## src/rtl/cu_mc.sv

```systemverilog
// Multicycle control unit for the 16-bit core: FETCH/EXEC sequencing with a
// ready-qualified memory handshake, wait-state timeout, halt/resume and sticky error.
module cu_mc #(
  parameter int REG_AW      = 4,
  parameter int TMP_REG     = 8,
  parameter int MEM_TIMEOUT = 15
) (
  input  logic                  clk,
  input  logic                  rst_n,
  input  logic [15:0]           ins_in,
  input  logic                  z_in,
  input  logic                  n_in,
  input  logic                  mem_rdy_in,
  input  logic                  run_in,
  output logic                  il_out,
  output logic [1:0]            ps_out,
  output logic                  rw_out,
  output logic [3*REG_AW-1:0]   rs_out,
  output logic                  mm_out,
  output logic [1:0]            md_out,
  output logic                  mb_out,
  output logic [3:0]            fs_out,
  output logic                  wen_out,
  output logic                  iom_out,
  output logic                  mem_req_out,
  output logic                  halted_out,
  output logic                  err_out,
  output logic [2:0]            dbg_state_out
);

  // Encoding mirrors opcode_t in mycpu_pkg; 7'h00..7'h0F are the plain ALU ops.
  typedef enum logic [6:0] {
    OP_MOVA = 7'h00,
    OP_CLR  = 7'h0F,
    OP_LD   = 7'h10,
    OP_IOR  = 7'h11,
    OP_ST   = 7'h20,
    OP_IOW  = 7'h21,
    OP_ADI  = 7'h42,
    OP_LDI  = 7'h4C,
    OP_BRZ  = 7'h60,
    OP_BRN  = 7'h61,
    OP_JMP  = 7'h70,
    OP_HAL  = 7'h71,
    OP_XXL  = 7'h7F
  } opcode_t;

  typedef enum logic [2:0] {
    S_RST   = 3'd0,
    S_FETCH = 3'd1,
    S_EXEC  = 3'd2,
    S_XL1   = 3'd3,
    S_HLT   = 3'd4,
    S_ERR   = 3'd5
  } state_t;

  localparam int CW = (MEM_TIMEOUT > 0) ? $clog2(MEM_TIMEOUT + 1) : 1;
  localparam logic [CW-1:0] TO_LAST = (MEM_TIMEOUT > 0) ? CW'(MEM_TIMEOUT - 1) : '0;

  state_t          r_state;
  state_t          w_next;
  logic [CW-1:0]   r_cnt;
  logic [6:0]      w_op;
  logic            w_timeout;

  assign w_op          = ins_in[15:9];
  assign dbg_state_out = r_state;
  // Ready in the last tolerated wait cycle still completes; timeout needs not-ready.
  assign w_timeout     = (MEM_TIMEOUT > 0) && (r_cnt == TO_LAST) && !mem_rdy_in;

  always_ff @(posedge clk or negedge rst_n) begin
    if (!rst_n) begin
      r_state <= S_RST;
      r_cnt   <= '0;
    end else begin
      r_state <= w_next;
      if ((w_next != r_state) || mem_rdy_in)
        r_cnt <= '0;
      else if (mem_req_out)
        r_cnt <= r_cnt + CW'(1);
    end
  end

  always_comb begin
    w_next = r_state;
    case (r_state)
      S_RST:   w_next = S_FETCH;
      S_FETCH: begin
        if (mem_rdy_in)     w_next = S_EXEC;
        else if (w_timeout) w_next = S_ERR;
      end
      S_EXEC: begin
        case (w_op) inside
          [OP_MOVA:OP_CLR], OP_LDI, OP_ADI,
          OP_BRZ, OP_BRN, OP_JMP:           w_next = S_FETCH;
          OP_LD, OP_ST, OP_IOR, OP_IOW: begin
            if (mem_rdy_in)     w_next = S_FETCH;
            else if (w_timeout) w_next = S_ERR;
          end
          OP_HAL:                           w_next = S_HLT;
          OP_XXL:                           w_next = S_XL1;
          default:                          w_next = S_ERR;
        endcase
      end
      S_XL1:   w_next = S_FETCH;
      S_HLT:   if (run_in) w_next = S_FETCH;
      S_ERR:   w_next = S_ERR;
      default: w_next = S_RST;
    endcase
  end

  always_comb begin
    il_out      = 1'b0;
    ps_out      = 2'd0;
    rw_out      = 1'b0;
    rs_out      = '0;
    mm_out      = 1'b0;
    md_out      = 2'd0;
    mb_out      = 1'b0;
    fs_out      = 4'd0;
    wen_out     = 1'b1;
    iom_out     = 1'b0;
    mem_req_out = 1'b0;
    halted_out  = 1'b0;
    err_out     = 1'b0;
    case (r_state)
      S_FETCH: begin
        mm_out      = 1'b1;
        mem_req_out = 1'b1;
        il_out      = mem_rdy_in;
      end
      S_EXEC: begin
        fs_out = w_op[3:0];
        rs_out = {REG_AW'(ins_in[8:6]), REG_AW'(ins_in[5:3]), REG_AW'(ins_in[2:0])};
        case (w_op) inside
          [OP_MOVA:OP_CLR]: begin
            rw_out = 1'b1;
            ps_out = 2'd1;
          end
          OP_LDI, OP_ADI: begin
            rw_out = 1'b1;
            ps_out = 2'd1;
            mb_out = 1'b1;
          end
          OP_LD, OP_ST, OP_IOR, OP_IOW: begin
            // Every side effect waits for the ready cycle so it fires exactly once.
            mem_req_out = 1'b1;
            ps_out      = mem_rdy_in ? 2'd1 : 2'd0;
            iom_out     = (w_op == OP_IOR) || (w_op == OP_IOW);
            if ((w_op == OP_LD) || (w_op == OP_IOR)) begin
              md_out = (w_op == OP_LD) ? 2'd1 : 2'd2;
              rw_out = mem_rdy_in;
            end else begin
              wen_out = ~mem_rdy_in;
            end
          end
          OP_BRZ: begin
            fs_out = 4'd0;
            ps_out = z_in ? 2'd2 : 2'd1;
          end
          OP_BRN: begin
            fs_out = 4'd0;
            ps_out = n_in ? 2'd2 : 2'd1;
          end
          OP_JMP: begin
            fs_out = 4'd0;
            ps_out = 2'd3;
          end
          OP_HAL: begin
            fs_out = 4'd0;
            ps_out = 2'd1;
          end
          OP_XXL: begin
            fs_out = 4'b0011;
            rs_out = {REG_AW'(TMP_REG), REG_AW'(1), REG_AW'(2)};
            rw_out = 1'b1;
          end
          default: fs_out = 4'd0;
        endcase
      end
      S_XL1: begin
        fs_out = 4'b0010;
        rs_out = {REG_AW'(0), REG_AW'(0), REG_AW'(TMP_REG)};
        rw_out = 1'b1;
        ps_out = 2'd1;
      end
      S_HLT:   halted_out = 1'b1;
      S_ERR:   err_out    = 1'b1;
      default: ;
    endcase
  end

endmodule

```

## config.mk

```make
export PLATFORM = sky130hd
export DESIGN_NAME = cu_mc
export DESIGN_NICKNAME = d
export VERILOG_FILES = /design/src/rtl/cu_mc.sv
export SDC_FILE = /design/constraint.sdc
export NUM_CORES = 1
export LEC_CHECK = 0
export ABC_CLOCK_PERIOD_IN_PS = 4500
export CAP_MARGIN = 20
export CORE_ASPECT_RATIO = 1.4
export CORE_MARGIN = 2
export CORE_UTILIZATION = 35
export CTS_BUF_LIST = sky130_fd_sc_hd__clkbuf_4 sky130_fd_sc_hd__clkbuf_8
export CTS_CLUSTER_DIAMETER = 60
export DETAILED_ROUTE_END_ITERATION = 12
export PLACE_DENSITY = 0.79
export REMOVE_ABC_BUFFERS = 1
export SLEW_MARGIN = 20
export SYNTH_ARGS = -nofsm -noshare
export SYNTH_HDL_FRONTEND = slang
export SYNTH_SLANG_ARGS = --single-unit
```

## constraint.sdc

```tcl
create_clock -name clk -period 4.5 [get_ports clk]
set_clock_uncertainty 0.05 [all_clocks]
set_input_delay 1.35 -clock clk [delete_from_list [all_inputs] [get_ports clk]]
set_output_delay 1.35 -clock clk [all_outputs]
set_load 0.02 [all_outputs]
```

==> impl_metrics.env <==
export IMPL_core_um2=2391
export IMPL_syn_to_final_growth_pct=84.50
export IMPL_wl_um=3292
export IMPL_synth_edf_count=0
export IMPL_nets=221
export IMPL_cts_made_buffers=3
export IMPL_finalHoldViolCount=0
export IMPL_totalPowerFinal_uw=629.5
export IMPL_status="completed"
export IMPL_p_leak_nw=0.7773
export IMPL_avgSynthCellArea_um2=7.267
export IMPL_grt_max_degree=12
export IMPL_synth_area_leader_cell="dfrtp_1"
export IMPL_via_per_inst=5.257
export IMPL_seq_power_share=0.191
export IMPL_path_max_fanout=3
export IMPL_ys_warn_count=0
export IMPL_placed_area_um2=1570
export IMPL_ys_seq_area_frac=0.2009
export IMPL_cts_root_buf="clkbuf_4"
export IMPL_track_usage=0.2525
export IMPL_fin_crit_sh=0.9896
export IMPL_p_sw_frac=0.4715
export IMPL_wl_per_cell_um=14.31
export IMPL_p_switching_uw=296.8
export IMPL_dp_slack_ns=-0.5754
export IMPL_path_clk_slew_ns=0.04
export IMPL_synthFlopType="dfrtp_1"
export IMPL_num_fill_cells=232
export IMPL_slew_headroom=0.5413
export IMPL_dpl_hpwl_um=2655
export IMPL_cts_max_path_buffers=2
export IMPL_diodes=0
export IMPL_synthDistinctLibCells=42
export IMPL_row_count=21
export IMPL_clockPowerShare=0.097
export IMPL_cap_violations=0
export IMPL_cts_tree="yes"
export IMPL_grt_pass1_vias=1223
export IMPL_fin_util=0.6729
export IMPL_final_cells=230
export IMPL_cts_hold_fix_buffers=0
export IMPL_die_h_um=63.06
export IMPL_drt_iter0_markers=23
export IMPL_cp_start_kind="input port"
export IMPL_cts_sinks=7
export IMPL_fp_dieW_um=46.19
export IMPL_io_pins=54
export IMPL_vias=1209
export IMPL_synth_area_um2=872.1
export IMPL_hold_class="flip-flop to flip-flop"
export IMPL_die_area_um2=2912
export IMPL_yosysMostFrequentCell="nor2_1"
export IMPL_arrival_ns=3.05
export IMPL_rsz0062_at_grt="no"
export IMPL_ys_ff_latch=7
export IMPL_worst_pin_slew_ns=0.6839
export IMPL_multi_input_area_um2=668.1
export IMPL_gp_congestion=0.9661
export IMPL_drv_slew=0
export IMPL_dp_cells=224
export IMPL_finalWorstSetupSlack_ns=0.04691
export IMPL_cts_max_level=1
export IMPL_synthTopCellsByArea="dfrtp_1 (20%), nor2_1 (7.7%), and2_1 (5.0%), nor3_1 (4.6%), and3_1 (4.3%)"
export IMPL_start_util=0.3647
export IMPL_ir_drop_mv=0.3999
export IMPL_io_buffers=52
export IMPL_antenna_found_initial=0
export IMPL_clk_latency_ns=0.25
export IMPL_yosysTopAreaCellShare=0.2009
export IMPL_timing_final_crit_period_ns=4.453
export IMPL_async_reset_ff_frac=1.000
export IMPL_path_class="input port to output pin"
export IMPL_seqCellArea_um2=175.2
export IMPL_power_density_nw_per_um2=391.2
export IMPL_drive_gt1_frac=0.2398
export IMPL_end_kind="output pin"
export IMPL_grt_pass1_wl_um=5547
export IMPL_first_pass_iters=4
export IMPL_synth_commonest_cells="nor2_1 (18), nor3_1 (8), and2_1 (7), dfrtp_1 (7), and3_1 (6)"
export IMPL_syn_instance_count=120
export IMPL_setup_viol=0
export IMPL_grt_overflow=0
export IMPL_fmax_ghz=0.2246
export IMPL_p_comb_frac=0.712
export IMPL_drcViolationCount=0
export IMPL_postRouteAntennaNets=0
export IMPL_crit_required_ns=3.10
export IMPL_design_area_um2=1609
export IMPL_p_int_uw=332.7
[registers in the layout, summed over array words and instances, names as in the netlist]
register	count
r_cnt	4
dbg_state_out	3
[routing by layer]
metal  share of wire  up-vias  track usage
met4           0.024        0       0.1107
met2            0.57       43       0.4618
li1                -      590            -
met3           0.044        8      0.03152
met5               0        -            0
met1            0.36      568       0.2660
[cell usage in the layout (no fill, tap or decap), drive strengths merged, types with 3 or more instances in the layout]
master and n:
nor2 18, nor2b 3, a211oi 4, inv 6, and2 7, nor3 8, or3 5, clkdlybuf4s50 23
and3 6, o21ai 7, dlygate4sd2 18, a31oi 4, clkbuf 6, buf 31, nand2 5, dfrtp 7
or3b 3
[critical path, cell delays in order]
cell and delay (ns):
dlygate4sd2_1 0.27, buf_4 0.15, or3_1 0.41, o41a_4 0.49, inv_2 0.06, dlygate4sd2_1 0.32
[metrics by stage]
| stage | setup TNS (ns) | hold WS [ns] |
|---|---|---|
| finish | 0 | 0.5235 |
| global placement | -7.510 | 0.5040 |
| CTS | 0 | 0.5212 |
| floorplan | 0 | 0.4894 |
| global route | 0 | 0.5704 |
| detailed placement | -8.540 | 0.5167 |
[power groups by stage]
stage / registers (mW) / clock network (mW) / logic (mW)
global route: 0.125 / 0.0684 / 0.485
detailed placement: 0.120 / 0 / 0.467
CTS: 0.119 / 0.0630 / 0.449
floorplan: 0.127 / 0 / 0.236
finish: 0.120 / 0.0609 / 0.448
global placement: 0.120 / 0 / 0.458
[layout make-up]
class / count / share of cell area
repair buffers: 78 / 0.4168
flip-flops and latches: 7 / 0.1089
well taps: 34 / 0.02644
inverters: 6 / 0.01400
clock buffers: 4 / 0.01866
multi-input cells: 101 / 0.4152
[worst paths after layout]
check                      cells past startpoint              from  slack (ns)               end
hold reg to reg                                1  dbg_state_out[2]        0.52  dbg_state_out[1]
setup / recovery                               6        ins_in[10]        0.05       mem_req_out
min in group asynchronous                      1             rst_n        1.31          r_cnt[0]
hold / removal                                 1  dbg_state_out[2]        0.52  dbg_state_out[1]
setup reg to reg                               5  dbg_state_out[0]        2.06          r_cnt[3]
max in group asynchronous                      1             rst_n        2.85          r_cnt[1]
[repair_timing]
action,4_1_cts,5_1_grt
pin swaps,4,4
resized for setup,50,14
endpoints found under the setup margin,23,14
gates cloned,0,0
setup buffers,2,0
[cell families after synthesis]
kind of cell / Yosys count / synth area share
simple gates: 68 / 0.4261
buf+inv: 12 / 0.07747
flops: 7 / 0.2009
fa+ha+maj: 2 / 0.02869
xor+xnor: 2 / 0.02009
compound gates: 27 / 0.2310
mux: 1 / 0.01148
other cells: 1 / 0.004300
(Power assumes the default switching activity.)
